--- src/rtl/loader_pkg.sv ---
// loader_pkg: shared constants and state types for the ICCM UART loader.
package loader_pkg;
  localparam logic [31:0] END_WORD = 32'h0000_0FFF;
  localparam logic [15:0] MIN_CLKS_PER_BIT = 16'd4;
  typedef enum logic [1:0] {IDLE, LOAD, DONE} ld_state_e;
  typedef enum logic [1:0] {RX_IDLE, RX_START, RX_DATA, RX_STOP} rx_state_e;
endpackage

--- src/rtl/uart_rx_core.sv ---
// uart_rx_core: 8N1 receiver with a 2-flop input synchroniser and one shared bit timer.
module uart_rx_core import loader_pkg::*; (
  input  logic        clk_i,
  input  logic        rst_i,
  input  logic        rx_i,
  input  logic [15:0] clks_per_bit_i,
  output logic        valid_o,
  output logic [7:0]  data_o,
  output logic        frame_err_o
);
  rx_state_e   state_q, state_d;
  logic        rx1_q, rx2_q, rxp_q;
  logic [15:0] cnt_q, cnt_d;
  logic [2:0]  bit_q, bit_d;
  logic [7:0]  data_q, data_d;
  logic        valid_q, valid_d, ferr_q, ferr_d;
  logic        bit_end;
  always_comb begin
    state_d = state_q;
    cnt_d   = cnt_q + 16'd1;
    bit_d   = bit_q;
    data_d  = data_q;
    valid_d = 1'b0;
    ferr_d  = 1'b0;
    bit_end = cnt_q == clks_per_bit_i - 16'd1;
    unique case (state_q)
      RX_IDLE: begin
        cnt_d = '0;
        if (rxp_q && !rx2_q && clks_per_bit_i >= MIN_CLKS_PER_BIT) state_d = RX_START;
      end
      RX_START:
        if (cnt_q == (clks_per_bit_i >> 1) - 16'd1) begin
          cnt_d   = '0;
          bit_d   = '0;
          state_d = rx2_q ? RX_IDLE : RX_DATA;
        end
      RX_DATA:
        if (bit_end) begin
          cnt_d   = '0;
          data_d  = {rx2_q, data_q[7:1]};
          bit_d   = bit_q + 3'd1;
          state_d = bit_q == 3'd7 ? RX_STOP : RX_DATA;
        end
      RX_STOP:
        if (bit_end) begin
          state_d = RX_IDLE;
          valid_d = 1'b1;
          ferr_d  = !rx2_q;
        end
      default: state_d = RX_IDLE;
    endcase
  end
  always_ff @(posedge clk_i or posedge rst_i)
    if (rst_i) begin
      state_q <= RX_IDLE;
      rx1_q   <= 1'b1;
      rx2_q   <= 1'b1;
      rxp_q   <= 1'b1;
      cnt_q   <= '0;
      bit_q   <= '0;
      data_q  <= '0;
      valid_q <= 1'b0;
      ferr_q  <= 1'b0;
    end else begin
      state_q <= state_d;
      rx1_q   <= rx_i;
      rx2_q   <= rx1_q;
      rxp_q   <= rx2_q;
      cnt_q   <= cnt_d;
      bit_q   <= bit_d;
      data_q  <= data_d;
      valid_q <= valid_d;
      ferr_q  <= ferr_d;
    end
  assign valid_o     = valid_q;
  assign data_o      = data_q;
  assign frame_err_o = ferr_q;
endmodule

--- src/rtl/iccm_uart_loader.sv ---
// iccm_uart_loader: streams little-endian words from a UART into instruction memory.
// Define LOADER_FRAME_CHECK_EN to drop bytes with a bad stop bit and raise a sticky err_o.
module iccm_uart_loader import loader_pkg::*; (
  input  logic        clk_i,
  input  logic        rst_i,
  input  logic        prog_i,
  input  logic        uart_rx_i,
  input  logic [15:0] clks_per_bit_i,
  output logic        mem_we_o,
  output logic [11:0] mem_addr_o,
  output logic [31:0] mem_wdata_o,
  output logic        core_rst_o,
  output logic        busy_o,
  output logic        done_o,
  output logic        err_o
);
`ifdef LOADER_FRAME_CHECK_EN
  localparam logic FRAME_CHECK = 1'b1;
`else
  localparam logic FRAME_CHECK = 1'b0;
`endif
  ld_state_e   state_q, state_d;
  logic        p1_q, p2_q, pp_q;
  logic [11:0] addr_q, addr_d, maddr_q, maddr_d;
  logic [1:0]  cnt_q, cnt_d;
  logic [31:0] word_q, word_d, wdata_q, wdata_d, full;
  logic        we_q, we_d, err_q, err_d;
  logic        rx_valid, rx_ferr, byte_ok;
  logic [7:0]  rx_data;
  uart_rx_core u_rx (
    .clk_i          (clk_i),
    .rst_i          (rst_i),
    .rx_i           (uart_rx_i),
    .clks_per_bit_i (clks_per_bit_i),
    .valid_o        (rx_valid),
    .data_o         (rx_data),
    .frame_err_o    (rx_ferr)
  );
  always_comb begin
    state_d = state_q;
    addr_d  = addr_q;
    cnt_d   = cnt_q;
    word_d  = word_q;
    we_d    = 1'b0;
    maddr_d = maddr_q;
    wdata_d = wdata_q;
    err_d   = err_q | (FRAME_CHECK & rx_valid & rx_ferr);
    byte_ok = rx_valid & !(FRAME_CHECK & rx_ferr);
    full    = word_q;
    full[{cnt_q, 3'b000} +: 8] = rx_data;
    if (state_q != LOAD) begin
      if (p2_q && !pp_q) begin
        state_d = LOAD;
        addr_d  = '0;
        cnt_d   = '0;
        word_d  = '0;
        err_d   = 1'b0;
      end
    end else if (!p2_q && pp_q) begin
      state_d = IDLE;
      cnt_d   = '0;
      word_d  = '0;
    end else if (byte_ok) begin
      cnt_d  = cnt_q + 2'd1;
      word_d = cnt_q == 2'd3 ? '0 : full;
      if (cnt_q == 2'd3) begin
        if (full == END_WORD) state_d = DONE;
        else begin
          we_d    = 1'b1;
          maddr_d = addr_q;
          wdata_d = full;
          addr_d  = addr_q + 12'd1;
        end
      end
    end
  end
  always_ff @(posedge clk_i or posedge rst_i)
    if (rst_i) begin
      state_q <= IDLE;
      p1_q    <= 1'b0;
      p2_q    <= 1'b0;
      pp_q    <= 1'b0;
      addr_q  <= '0;
      cnt_q   <= '0;
      word_q  <= '0;
      we_q    <= 1'b0;
      maddr_q <= '0;
      wdata_q <= '0;
      err_q   <= 1'b0;
    end else begin
      state_q <= state_d;
      p1_q    <= prog_i;
      p2_q    <= p1_q;
      pp_q    <= p2_q;
      addr_q  <= addr_d;
      cnt_q   <= cnt_d;
      word_q  <= word_d;
      we_q    <= we_d;
      maddr_q <= maddr_d;
      wdata_q <= wdata_d;
      err_q   <= err_d;
    end
  assign mem_we_o    = we_q;
  assign mem_addr_o  = maddr_q;
  assign mem_wdata_o = wdata_q;
  assign busy_o      = state_q == LOAD;
  assign done_o      = state_q == DONE;
  assign core_rst_o  = busy_o;
  assign err_o       = err_q;
endmodule

--- config.mk ---
export PLATFORM = sky130hd
export DESIGN_NAME = iccm_uart_loader
export DESIGN_NICKNAME = d
export VERILOG_FILES = /design/src/rtl/loader_pkg.sv /design/src/rtl/uart_rx_core.sv /design/src/rtl/iccm_uart_loader.sv
export SDC_FILE = /design/constraint.sdc
export NUM_CORES = 1
export LEC_CHECK = 0
export BUFFER_PORTS_ARGS = -buffer_cell sky130_fd_sc_hd__buf_2
export CAP_MARGIN = 5
export CORE_ASPECT_RATIO = 0.5
export CORE_MARGIN = 5
export CORE_UTILIZATION = 65
export CTS_BUF_LIST = sky130_fd_sc_hd__clkbuf_2
export DETAILED_ROUTE_END_ITERATION = 10
export PLACE_DENSITY = 0.92
export REMOVE_ABC_BUFFERS = 1
export SYNTH_ARGS = -nofsm -noshare
export SYNTH_HDL_FRONTEND = slang
export SYNTH_SLANG_ARGS = --single-unit
--- constraint.sdc ---
create_clock -name clk_i -period 8.2 [get_ports clk_i]
set_input_delay 1.64 -clock clk_i [delete_from_list [all_inputs] [get_ports clk_i]]
set_output_delay 1.64 -clock clk_i [all_outputs]
set_load 0.05 [all_outputs]
# After elaboration in Yosys (flattened, before gate mapping)
# Cells that the tools add are included.
# op_classes
n_addsub,7
order_cmp,1
eq_ne,18
shift,2
muxes,42
n_bitwise,3
reduce_logical,21
# op_table
cell,n
32-bit two-way mux,5
12-bit two-way mux,6
16-bit case mux with 3 select lines,1
32-bit bitwise mux,1
16-bit == test,2
32-bit by 12-bit == test with 1-bit output (second input constant),1
16-bit two-way mux,2
8-bit by 7-bit variable shift with 32-bit output (first input constant),1
8-bit by 7-bit indexed part select with 32-bit output,1
2-bit two-way mux,15
16-bit by 1-bit adder with 16-bit output (second input constant),1
16-bit by 3-bit >= comparator with 1-bit output (second input constant),1
15-bit by 1-bit subtractor with 16-bit output (second input constant),1
16-bit by 1-bit subtractor with 16-bit output (second input constant),1
12-bit by 1-bit adder with 12-bit output (second input constant),1
2-bit by 1-bit inequality test with 1-bit output (second input constant),6
5-bit AND reduction,2
3-bit nonzero test,3
2-bit == test (second input constant),4
1-bit two-way mux,8
2-bit case mux with 4 select lines,1
4-bit AND reduction,2
5-bit negation with 7-bit output,1
3-bit two-way mux,2
13 further kinds,25
# word_totals
regBits,129
inputBits,20
out_inout_bits,49
word_cells,112

# Depth between registers and ports, before layout
# logic_depth
depth_word,9
mapped_depth,15
depth_no_buf,10

# Hierarchy
# From an unflattened synthesis, not the netlist that was laid out.
# unflattened
hier_cells,757
area_unflattened_um2,7282.0
# modules_own_cells
mod,n_inst,cells_each,area_each_um2,seq_area_each_um2
iccm_uart_loader,1,452,4569.4,2402.3
uart_rx_core,1,305,2712.6,854.6

# Worst setup path before layout
# Ideal clock, no wire load.
# synth_path
path_type,input to register
start,in clks_per_bit_i[1]
end,"reg u_rx.data_q[0], in the netlist u_rx.data_o[0]"
setup_time_ps,125
arrival_ps,4321
required_ps,8075
path_slack_ps,3754
cell_stages,10
n_path_buf,1
cell_sequence,inv_1 ha_1 nor4b_1 nand4_1 xnor2_1 or4_4 nor4b_4 and2_1 buf_6 mux2_2
# synth_between
elab_chain_cells,3
# synth_rtl
item,line_no,text
"start, declared",iccm_uart_loader.sv:8,"input logic [15:0] clks_per_bit_i,"
16-bit by 1-bit subtractor with 16-bit output,uart_rx_core.sv:25,bit_end = cnt_q == clks_per_bit_i - 16'd1;
16-bit == test,uart_rx_core.sv:25,
2-bit AND reduction (no line),--,
"end signal, assigned",uart_rx_core.sv:71,data_q <= data_d;
"end, declared",uart_rx_core.sv:15,"logic [7:0] data_q, data_d;"
# Every way passes these cells.
# A chain may end at the register's enable or synchronous reset.

# Final worst setup path
# layout_path
start,in clks_per_bit_i[1]
end,"reg u_rx.data_q[7], in the netlist u_rx.data_o[7]"
# The elaborated chain is that of the path after synthesis.

==> impl_metrics.yaml <==
status:
  status: "completed"
cts:
  numCtsBuffers: 17
  cts.clk_slew.worst_paths_ns: 0.16
  cts-hold-fix-buffers: 0
  cts_resized: 0
  cts_tree: "built"
  cts_setup_buffers: 0
  cts_htree_levels: 4
  root_buffer: "clkbuf_2"
  cts_sinks: 129
  clock_latency_ns: 0.68
  cts_max_path_buffers: 2
layout:
  seq_area_um2: 3230
  drive_gt1_frac: 0.185
  multi_input_comb_area_um2: 3530
  fill_cells: 733
  diodes: 0
  nNetsFinal: 795
  syn2layout_area_growth_pct: 7.10
power:
  p_int_mw: 0.794
  combPwrFrac: 0.121
  power_leakage_nw: 3.61
  power_density_nw_per_um2: 150
  peakVddDrop_uv: 80.7
  pwr-share-clk: 0.293
  netSwitchingFraction: 0.304
  seqPwrFrac: 0.586
  power.switching_mw: 0.347
setup_path:
  required_ns: 8.76
  r2r-start: "cnt_q[0]"
  r2r_slack_ns: 3.71
  arrival_ns: 5.09
  crit_fanout: 9
  worst_r2r_path_depth: 10
  start_kind: "input port"
  worstSetupPathType: "in2reg"
  end_kind: "flop"
  r2r-end: "mem_wdata_o[31]"
drt:
  wl_per_cell_um: 17.3
  num_vias: 5560
  totalWireLength_mm: 15.7
  drc: 0
  drt_iter0_markers: 505
  drtAntennaViolNets: 0
  drt-pass1-iter-count: 6
  vias_per_cell: 6.10
sta:
  fin_hold_ws_ns: 0.368
  final-setup-viol-count: 0
  slew_violations: 0
  rsz0062_at_grt: "false"
  skew_ns: 0.0248
  finalHoldViolCount: 0
  period_needed_ns: 4.53
  worst_pin_slew_ns: 1.18
  fmax_mhz: 221
  relSlewSlack: 0.210
  period_share: 0.553
  tns_ns: 0
hold_path:
  min_to: "u_rx.rx2_q"
  hold_path.class: "reg2reg"
  hold_path_depth: 0
  hold_start: "u_rx.rx1_q"
global_routing:
  grt_use_total: 0.248
  grt_max_degree: 72
  grt_overflow: 0
  grt_pass1_wl_mm: 26.4
  grt_pass1_vias: 5445
  antenna_found_initial: 0
synth:
  synth_top_cells_by_area: "dfrtp_1 (45%), a21oi_1 (4.2%), xor2_1 (3.8%)"
  yosysTopAreaCell: "dfrtp_1"
  ys_async_sr_fraction: 1.00
  synth-seq-area-share: 0.456
  synth_common_cells: "dfrtp_1 (126), nor2_1 (68), a21oi_1 (60)"
  synth_area_um2: 7080
  synth-edff-count: 0
  synthCells: 721
  synth_top_area_frac: 0.445
  ys_types: 70
  ys_ff_latch: 129
  ys_warn_count: 0
  synth.most_common_cell: "dfrtp_1"
  syn_area_per_cell_um2: 9.82
  ys.flop_type: "dfrtp_1"
die:
  rows: 26
  fp.dieH_um: 83.8
  coreArea_um2: 10400
  fp.dieW_um: 158
  ios: 69
  initial_core_util: 0.680
  die_area_um2: 13200
flow_run:
  drv_cap: 0
placement:
  gp_congestion: 0.892
  port_buffers: 67
  hpwl_mm: 11.1
==> sequential cells by signal (all words and copies together), names as in the netlist, 3 cells and up, named ones only <==
name,flops
addr_q,12
mem_addr_o,12
mem_wdata_o,32
u_rx.bit_q,3
u_rx.cnt_q,16
u_rx.data_o,8
word_q,32
==> cell type report <==
| cell class | count | area share |
|---|---|---|
| timing repair buffer | 72 | 0.0492 |
| clock inverter | 14 | 0.0130 |
| clock buffer | 18 | 0.0119 |
| tap | 140 | 0.0231 |
| multi-input combinational | 517 | 0.466 |
| sequential | 129 | 0.426 |
| inverter | 21 | 0.0107 |
==> routing by layer <==
metal / track usage / up-vias / routed length, um
li1: - / 2624 / -
met1: 0.332 / 2674 / 6860
met2: 0.398 / 215 / 7550
met3: 0.0570 / 47 / 923
met4: 0.0867 / 0 / 387
met5: 0 / - / 0
==> cells by family after synthesis <==
kind of cell,count (synthesis),share of synthesized area
adder cells (fa/ha/maj),17,0.0300
multiplexers,31,0.0481
AND/OR/NAND/NOR,258,0.206
other,1,0.000530
flip-flops,129,0.456
XOR/XNOR,57,0.0705
AO/OA/AOI/OAI,153,0.143
buffers and inverters,75,0.0456
==> how the worst max path moves through the flow <==
stage,start,endpoint,slack [ns],depth (start not counted)
6_report,clks_per_bit_i[1],u_rx.data_o[7],3.67,10
4_1_cts,clks_per_bit_i[1],u_rx.data_o[7],3.78,10
2_1_floorplan,state_q[1],addr_q[9],2.35,6
3_5_place_dp,clks_per_bit_i[1],u_rx.data_o[7],3.02,10
3_3_place_gp,clks_per_bit_i[1],u_rx.data_o[1],3.15,10
5_1_grt,cnt_q[0],mem_wdata_o[31],3.44,10
==> power groups by stage <==
stage	clock, mW	combinational, mW	sequential [mW]
2_1_floorplan	0	0.101	0.673
3_3_place_gp	0	0.132	0.679
3_5_place_dp	0	0.138	0.679
4_1_cts	0.338	0.138	0.668
5_1_grt	0.368	0.155	0.672
6_report	0.335	0.138	0.668
==> cells in the final DEF (no fill, tap or decap), types with 5 or more instances in the layout <==
master      n
dfrtp_1   126
nor2_1     67
buf_2      67
a21oi_1    60
nor2b_1    33
nand2_1    32
xor2_1     31
a22o_1     28
nand3_1    27
xnor2_1    26
mux2_2     24
inv_1      20
o21ai_0    19
clkbuf_2   18
ha_1       17
nor3_1     15
nand2b_1   11
and3_1     11
nand4_1    11
o31ai_1     9
mux2i_1     7
nor4_1      6
a31oi_1     6
and2_1      6
or4_1       5
clkinv_1    5
buf_4       5
==> stage by stage <==
stage,utilization,setup WS (ns),power [mW],std cells,area [um2]
final,0.728,3.67,1.14,911,7580
after global routing,0.728,3.44,1.20,911,7580
after CTS,0.728,3.78,1.14,911,7580
after detailed placement,0.710,3.02,0.817,879,7390
after global placement,0.710,3.15,0.811,879,7390
after floorplan,-,2.35,0.774,667,6840
==> worst max-delay path: stages <==
cell	delay, ns
buf_2	0.13
inv_1	0.13
ha_1	0.28
nor4b_1	0.57
nand4_1	0.29
xnor2_1	0.21
or4_4	0.55
nor4b_4	0.44
and2_1	0.48
mux2_2	0.40
Power figures use the tool's default switching activity.
